--- src/rtl/aes_round_ctrl.sv ---
// aes_round_ctrl: AES round sequencer for key expansion, initial AddRoundKey, Nr-1 full rounds and a final round,
// with a result handshake, an abort path and a key-expansion timeout.
module aes_round_ctrl #(
  parameter int KEXP_TO = 64
) (
  input  logic       clk_i,
  input  logic       rst_i,
  input  logic       in_valid_i,
  output logic       in_ready_o,
  input  logic       fwd_ninv_i,
  input  logic [1:0] key_len_i,
  input  logic       new_key_i,
  output logic       kexp_start_o,
  input  logic       kexp_done_i,
  output logic       load_o,
  output logic       dp_en_o,
  output logic       mix_en_o,
  output logic [3:0] rk_idx_o,
  output logic       fwd_o,
  output logic       out_valid_o,
  input  logic       out_ready_i,
  input  logic       abort_i,
  output logic       busy_o,
  output logic       err_o
);
  typedef enum logic [2:0] {IDLE, KEXP, INIT, ROUND, FINAL, DONE} state_t;
  state_t      r_state;
  logic [3:0]  r_nr;
  logic [3:0]  r_rk;
  logic [7:0]  r_cnt;
  logic        r_fwd;
  logic        r_err;
  logic        w_accept;
  logic [3:0]  w_nr;
  assign w_nr     = key_len_i == 2'b00 ? 4'd10 : key_len_i == 2'b01 ? 4'd12 : 4'd14;
  assign w_accept = in_valid_i & in_ready_o;
  // r_cnt == 1 marks the first KEXP cycle: start pulses there and done is ignored
  always_ff @(posedge clk_i or negedge rst_i) begin
    if (!rst_i) begin
      r_state <= IDLE;
      r_nr    <= 4'd0;
      r_rk    <= 4'd0;
      r_cnt   <= 8'd0;
      r_fwd   <= 1'b0;
      r_err   <= 1'b0;
    end else if (abort_i) begin
      r_state <= IDLE;
      r_rk    <= 4'd0;
      r_cnt   <= 8'd0;
    end else begin
      case (r_state)
        IDLE: if (w_accept) begin
          r_fwd   <= fwd_ninv_i;
          r_nr    <= w_nr;
          r_err   <= &key_len_i;
          r_state <= new_key_i ? KEXP : INIT;
          r_rk    <= (new_key_i | fwd_ninv_i) ? 4'd0 : w_nr;
          r_cnt   <= new_key_i ? 8'd1 : 8'd0;
        end
        KEXP: if (r_cnt != 8'd1 && kexp_done_i) begin
          r_state <= INIT;
          r_rk    <= r_fwd ? 4'd0 : r_nr;
          r_cnt   <= 8'd0;
        end else if (r_cnt == 8'(KEXP_TO)) begin
          r_state <= IDLE;
          r_err   <= 1'b1;
          r_cnt   <= 8'd0;
        end else begin
          r_cnt   <= r_cnt + 8'd1;
        end
        INIT: begin
          r_state <= ROUND;
          r_rk    <= r_fwd ? 4'd1 : r_nr - 4'd1;
        end
        ROUND: if (r_rk == (r_fwd ? r_nr - 4'd1 : 4'd1)) begin
          r_state <= FINAL;
          r_rk    <= r_fwd ? r_nr : 4'd0;
        end else begin
          r_rk    <= r_fwd ? r_rk + 4'd1 : r_rk - 4'd1;
        end
        FINAL: begin
          r_state <= DONE;
          r_rk    <= 4'd0;
        end
        DONE: if (out_ready_i) r_state <= IDLE;
        default: r_state <= IDLE;
      endcase
    end
  end
  assign in_ready_o   = (r_state == IDLE) & rst_i & ~abort_i;
  assign kexp_start_o = (r_state == KEXP) & (r_cnt == 8'd1);
  assign load_o       = r_state == INIT;
  assign dp_en_o      = (r_state == ROUND) | (r_state == FINAL);
  assign mix_en_o     = r_state == ROUND;
  assign out_valid_o  = r_state == DONE;
  assign busy_o       = r_state != IDLE;
  assign rk_idx_o     = r_rk;
  assign fwd_o        = r_fwd;
  assign err_o        = r_err;
endmodule

--- config.mk ---
export PLATFORM = sky130hd
export DESIGN_NAME = aes_round_ctrl
export DESIGN_NICKNAME = d
export VERILOG_FILES = /design/src/rtl/aes_round_ctrl.sv
export SDC_FILE = /design/constraint.sdc
export NUM_CORES = 1
export LEC_CHECK = 0
export ABC_AREA = 1
export CAP_MARGIN = 20
export CORE_MARGIN = 1
export CORE_UTILIZATION = 45
export CTS_CLUSTER_SIZE = 14
export DETAILED_ROUTE_END_ITERATION = 8
export HOLD_SLACK_MARGIN = 0.1
export PLACE_DENSITY = 0.67
export RECOVER_POWER = 100
export SLEW_MARGIN = 10
export SYNTH_ARGS = -nofsm -noshare
export SYNTH_HDL_FRONTEND = slang
export SYNTH_SLANG_ARGS = --single-unit
export TNS_END_PERCENT = 1
--- constraint.sdc ---
create_clock -name clk_i -period 1.4 [get_ports clk_i]
set_input_delay 0.21 -clock clk_i [delete_from_list [all_inputs] [get_ports clk_i]]
set_output_delay 0.21 -clock clk_i [all_outputs]
set_load 0.03 [all_outputs]
# --- Word level (Yosys, flattened, before mapping) ---
# Index checks and enable logic that the tools add are counted.
word_totals:
  input_bits: 10
  output_inout_bits: 13
  ff_bits: 21
op_classes:
  n_reduce_logical: 13
  n_addsub: 4
  n_eq_ne: 18
  muxes: 31
  n_bitwise: 7
ops:
  columns: ["cell", "count"]
  rows:
  - ["two-way mux 4 bit", 10]
  - ["two-way mux 8 bit", 4]
  - ["two-way mux 3 bit", 7]
  - ["case mux 4 bit (5 select lines)", 1]
  - ["case mux 3 bit (6 select lines)", 1]
  - ["case mux 8 bit (2 select lines)", 1]
  - ["adder 8 x 1 -> 8 bit (second input constant)", 1]
  - ["equality test 8 x 1 -> 1 bit (second input constant)", 1]
  - ["equality test 8 x 7 -> 1 bit (second input constant)", 1]
  - ["inequality test 8 x 1 -> 1 bit (second input constant)", 1]
  - ["subtractor 4 x 1 -> 4 bit (second input constant)", 2]
  - ["equality test 3 x 2 -> 1 bit (second input constant)", 2]
  - ["equality test 3 bit (second input constant)", 2]
  - ["inequality test 2 bit (second input constant)", 3]
  - ["inequality test 3 x 1 -> 1 bit (second input constant)", 2]
  - ["inequality test 3 bit (second input constant)", 2]
  - ["AND reduction 3 bit", 2]
  - ["nonzero test 3 bit", 2]
  - ["nonzero test 6 bit", 1]
  - ["AND reduction 5 bit", 1]
  - ["adder 4 x 1 -> 4 bit (second input constant)", 1]
  - ["bitwise AND 1 bit", 4]
  - ["equality test 4 bit", 1]
  - ["two-way mux 1 bit", 4]
  - ["other kinds (13)", 16]

# --- Longest topological paths before layout ---
logic_depth:
  depth_word: 7
  ltp_mapped: 13

# --- Worst setup path after synthesis ---
# Ideal clock, no wire load.
synth_timing:
  kind: "reg-to-reg"
  from: "register r_fwd (netlist: fwd_o)"
  to: "register r_rk[3] (netlist: rk_idx_o[3])"
  required_ps: 1283
  path_slack_ps: -236
  stages_incl_launch_ff: 11
  arrival_ps: 1519
  n_path_buf: 0
  setup_time_ps: 117
  synth_period_minus_slack_ps: 1636
  cell_sequence: "dfrtp_1 -> inv_2 -> ha_1 -> a21oi_1 -> nand3_1 -> nand2_1 -> nand2_1 -> nand3_1 -> nand2_1 -> nand2_1 -> nand2_1"
synth_between:
  elab_chain_len: 5
synth_lines:
  columns: ["item", "line", "rtl"]
  rows:
  - ["from (decl)", "31", "logic r_fwd;"]
  - ["from (signal assigned)", "53", "r_fwd <= fwd_ninv_i;"]
  - ["two-way mux 4 bit", "75", "ROUND: if (r_rk == (r_fwd ? r_nr - 4'd1 : 4'd1)) begin"]
  - ["equality test 4 bit", "75", null]
  - ["two-way mux 4 bit", "75", null]
  - ["case mux 4 bit (5 select lines) *", "51", "case (r_state)"]
  - ["two-way mux 4 bit *", "46", "end else if (abort_i) begin"]
  - ["to (signal assigned)", "57", "r_rk <= (new_key_i | fwd_ninv_i) ? 4'd0 : w_nr;"]
  - ["to (signal assigned)", "77", "r_rk <= r_fwd ? r_nr : 4'd0;"]
  - ["to (signal assigned)", "79", "r_rk <= r_fwd ? r_rk + 4'd1 : r_rk - 4'd1;"]
  - ["to (decl)", "29", "logic [3:0] r_rk;"]
# Every way passes the cells marked *; elsewhere a longest branch is shown, timed or not. The select of a mux whose other input is x is not followed.
# A chain may end at the register's enable or synchronous reset.

# --- Worst setup path after layout ---
layout_timing:
  from: "register r_cnt[1]"
  to: "output port kexp_start_o"
layout_between:
  elab_chain_len: 2
layout_lines:
  columns: ["item", "line", "rtl"]
  rows:
  - ["from (decl)", "30", "logic [7:0] r_cnt;"]
  - ["from (signal assigned)", "58", "r_cnt <= new_key_i ? 8'd1 : 8'd0;"]
  - ["from (signal assigned)", "69", "r_cnt <= r_cnt + 8'd1;"]
  - ["equality test 8 x 1 -> 1 bit", "91", "assign kexp_start_o = (r_state == KEXP) & (r_cnt == 8'd1);"]
  - ["bitwise AND 1 bit", "91", null]
  - ["to (decl)", "13", "output logic kexp_start_o,"]
# Every way passes these cells.

==> metrics.txt <==
Worst Path Max Fanout=2; ordered list of cells on the worst path=inv_2, ha_1, inv_1, nor3_2, nand2_1, buf_4, nor2_4, buf_6; nets=345; Setup crit start=r_cnt[1]$_DFFE_PN0P_; combinational family with the most area after synthesis=simple AND/OR/NAND/NOR gates; Area after DPL=2376 um^2; switching power share of the total=47.84%; Peak supply drop=0.8834 mV; Critical Path Sink Type=output port; mean post-synth cell area=6.794 um^2; vias per inst=5.085; final period utilization=120.1%; global-route wire length before repair=8.169 mm; clock root buffer=clkbuf_8; remaining design rule violation count=0; fraction of synthesized area in multiplexers=0%; RR Startpoint=r_cnt[0]$_DFFE_PN0P_; NetSw=2.027 mW; final period demand of the worst path=1.682 ns; count of inserted antenna diode cells=0; top cells by instance count after synthesis=63 x nand2_1, 30 x nand3_1, 27 x nor2_1; GP Congestion=0.9656; GRT Overall Usage=26.06%; Num CTS Buffers=3; number of distinct standard cells referenced by the synthesized netlist=34; Initial Util=46.58%; clock network power share=11.3%; pin count of the biggest net entering global routing=15; vias in the first global route=1836; proportion of netlist area held by the largest area contributor=29.35%; Synth Area in Compound Gates=11.52%; core footprint=3661 um^2; Largest stage delay, worst path=0.40 ns; std cell rows=22; R2R depth=11; result of the run=complete, but fails checks; Flop pwr share=20.2%; maximum number of buffers from clock root to sink=2; clock skew after layout=0.001180 ns; CP required=1.19 ns; worst setup path class=flop to output port; detailed-routing iteration count for the pre-antenna-repair pass=4; Hold/Removal Path Class=input port to async pin; slowest cell on the critical path=dfrtp_1; worst setup path endpoint=kexp_start_o; port bufs=22; post-synthesis sequential area ratio=29.35%; die outline height=63.56 um; Clock Pin Slew Worst Setup and Hold Paths=0.08 ns; crit start category=flop; power share of the combinational group=68.6%; yosys synthesis warning count=0; Hold Vio Cnt, Final=0; Routed Wire Length=4.879 mm; total via count in the routed design=1907; worst reg2reg endpoint=rk_idx_o[2]$_DFFE_PN0P_; number of violations reported at the end of detailed-routing iteration 0=132; fraction of synthesis flops using an asynchronous set or reset pin=100.0%; cell area power density=1642 nW/um^2; number of routed nets with antenna violations=0; area share of xor/xnor cells in the synthesized design=2.054%; CP Data Arrival Time=1.47 ns; internal power=2.210 mW; setup repair after global routing missed its margin=yes; estimated wirelength of the detail-placed design=3.678 mm; final slew viol count=0; largest cells by area after synthesis=dfrtp_1 29%, nand2_1 14%, nand3_1 8.8%; leftover overflow at the end of global routing=0; number of placed instances, taps included=368; hold-fix buffer count after cts=0; worst-case setup margin in the final layout=-0.2820 ns; synthesized-area fraction occupied by adder cells=5.576%; number of max-cap violations=0; Yosys reg bits=20; post-route core utilization=70.47%; Fill cells=321; number of setup violations in the final report=22; fraction of final layout cells sized beyond drive strength 1=37.92%; syn nets=268; Pleak=1.282 nW; average wire per cell in the routed design=13.01 um; number of enable-type register cells in the synthesized netlist=0; simple-gate portion of the synthesized area=42.48%; most repeated cell in the gate-level netlist after synthesis=nand2_1; most instantiated flip-flop cell in the synthesis netlist=dfrtp_1; number of antenna violations at the first check in global routing=0; total standard cell area after synthesis=1705 um^2; count of placed standard cells in the final layout, fillers left out=375; failing checks=setup timing; Gate Count Post-Synth=251; flop2flop setup slack=-0.19 ns; floorplan die width=63.56 um; most area-hungry cell type in the Yosys netlist=dfrtp_1; depth of the CTS H-tree=1; clock tree from TritonCTS=built; headroom to the max-slew limit=72.67%; worst-margin pin slew=0.4100 ns; TritonCTS Sinks=20; area of the die=4040 um^2; number of primary I/O pins=23; Synth-to-Final Area Change=51.28%; Fmax=594.5 MHz; clock insertion delay at the later pin of the skew report=0.27 ns; final-layout worst hold slack=0.4950 ns; final cell area excluding filler cells=2580 um^2
## worst max-delay path, delay by kind of cell (launching register included)
kind | cells | cell delay (ns)
flip-flops | 1 | 0.40
buffers and inverters | 4 | 0.39
AND/OR/NAND/NOR | 3 | 0.29
adder cells (fa/ha/maj) | 1 | 0.14
## per-layer routing
layer / global-route usage (%) / share of wire, % / vias up
met5: 0 / 0 / -
met4: 9.659 / 1.3 / 0
met3: 2.355 / 3.5 / 8
met2: 43.75 / 48 / 43
met1: 34.42 / 47 / 882
li1: - / - / 974
## metrics by stage
| stage | TNS [ns] | setup WS, ns | total power [mW] |
|---|---|---|---|
| global route | -4.870 | -0.3544 | 4.557 |
| global placement | -2.116 | -0.1659 | 3.518 |
| floorplan | -0.9536 | -0.1391 | 2.453 |
| CTS | -2.247 | -0.2864 | 4.134 |
| finish | -2.766 | -0.2820 | 4.237 |
| detailed placement | -2.598 | -0.1864 | 3.537 |
## kinds of logic (layout without fill, tap and decap cells)
family / count (synthesis) / in the layout
xor gates and xnor gates: 4 / 4
DFF: 20 / 20
AOI/OAI and AO/OA: 31 / 31
buffers and inverters: 39 / 115
and+or+nand+nor: 150 / 150
adders and majority gates: 7 / 7
## state kept, by name, indices dropped and copies added (netlist names)
register and flops:
r_state 3, err_o 1, fwd_o 1, rk_idx_o 4
r_nr 3, r_cnt 8
## final cells by class
type                       count  area [um^2]  area share, %
sequential                    20        505.5          19.59
timing repair buffer          75        648.1          25.12
multi-input combinational    192         1166          45.20
tap                           48        60.06          2.328
inverter                      36        145.1          5.626
clock buffer                   4        55.05          2.134
## layout by cell type (no fill, tap or decap), types with 3 or more instances in the layout
master,n
nand2_1,60
buf_4,45
nand3_1,28
nor2_1,22
inv_2,16
inv_1,16
dfrtp_1,16
buf_6,11
o21ai_1,9
a21oi_1,8
clkdlybuf4s50_1,8
nand3_2,6
nor2_2,5
dlygate4sd2_1,5
inv_4,4
nand2_2,4
nor2_4,4
xor2_1,4
nor3_1,4
ha_1,4
clkbuf_8,4
dfrtp_2,4
nand2_4,3
o22ai_1,3
## worst min-delay path by stage
stage                      start                 endpoint  slack, ns  cells after the start
3_3_place_gp   err_o$_DFFE_PN0P_        err_o$_DFFE_PN0P_       0.49                      2
4_1_cts                    rst_i  rk_idx_o[0]$_DFFE_PN0P_       0.37                      2
6_report                   rst_i   r_state[2]$_DFFE_PN0P_       0.50                      2
2_1_floorplan              rst_i        err_o$_DFFE_PN0P_      -0.09                      0
5_1_grt                    rst_i   r_state[2]$_DFFE_PN0P_       0.53                      2
3_5_place_dp   err_o$_DFFE_PN0P_        err_o$_DFFE_PN0P_       0.49                      2
## timing repair
| action | in CTS | in global routing |
|---|---|---|
| pin swaps | 7 | 4 |
| gates resized for setup | 37 | 16 |
| buffers inserted | 2 | 1 |
| endpoints found under the setup margin | 29 | 27 |
## power by group through the flow
stage | Combinational (mW) | Clock, mW | Sequential, mW
after global routing | 3.18 | 0.503 | 0.878
after detailed placement | 2.68 | 0 | 0.854
after floorplan | 1.46 | 0 | 0.997
final | 2.90 | 0.477 | 0.856
after global placement | 2.67 | 0 | 0.853
after CTS | 2.80 | 0.480 | 0.851
Power figures use the tool's default switching activity.
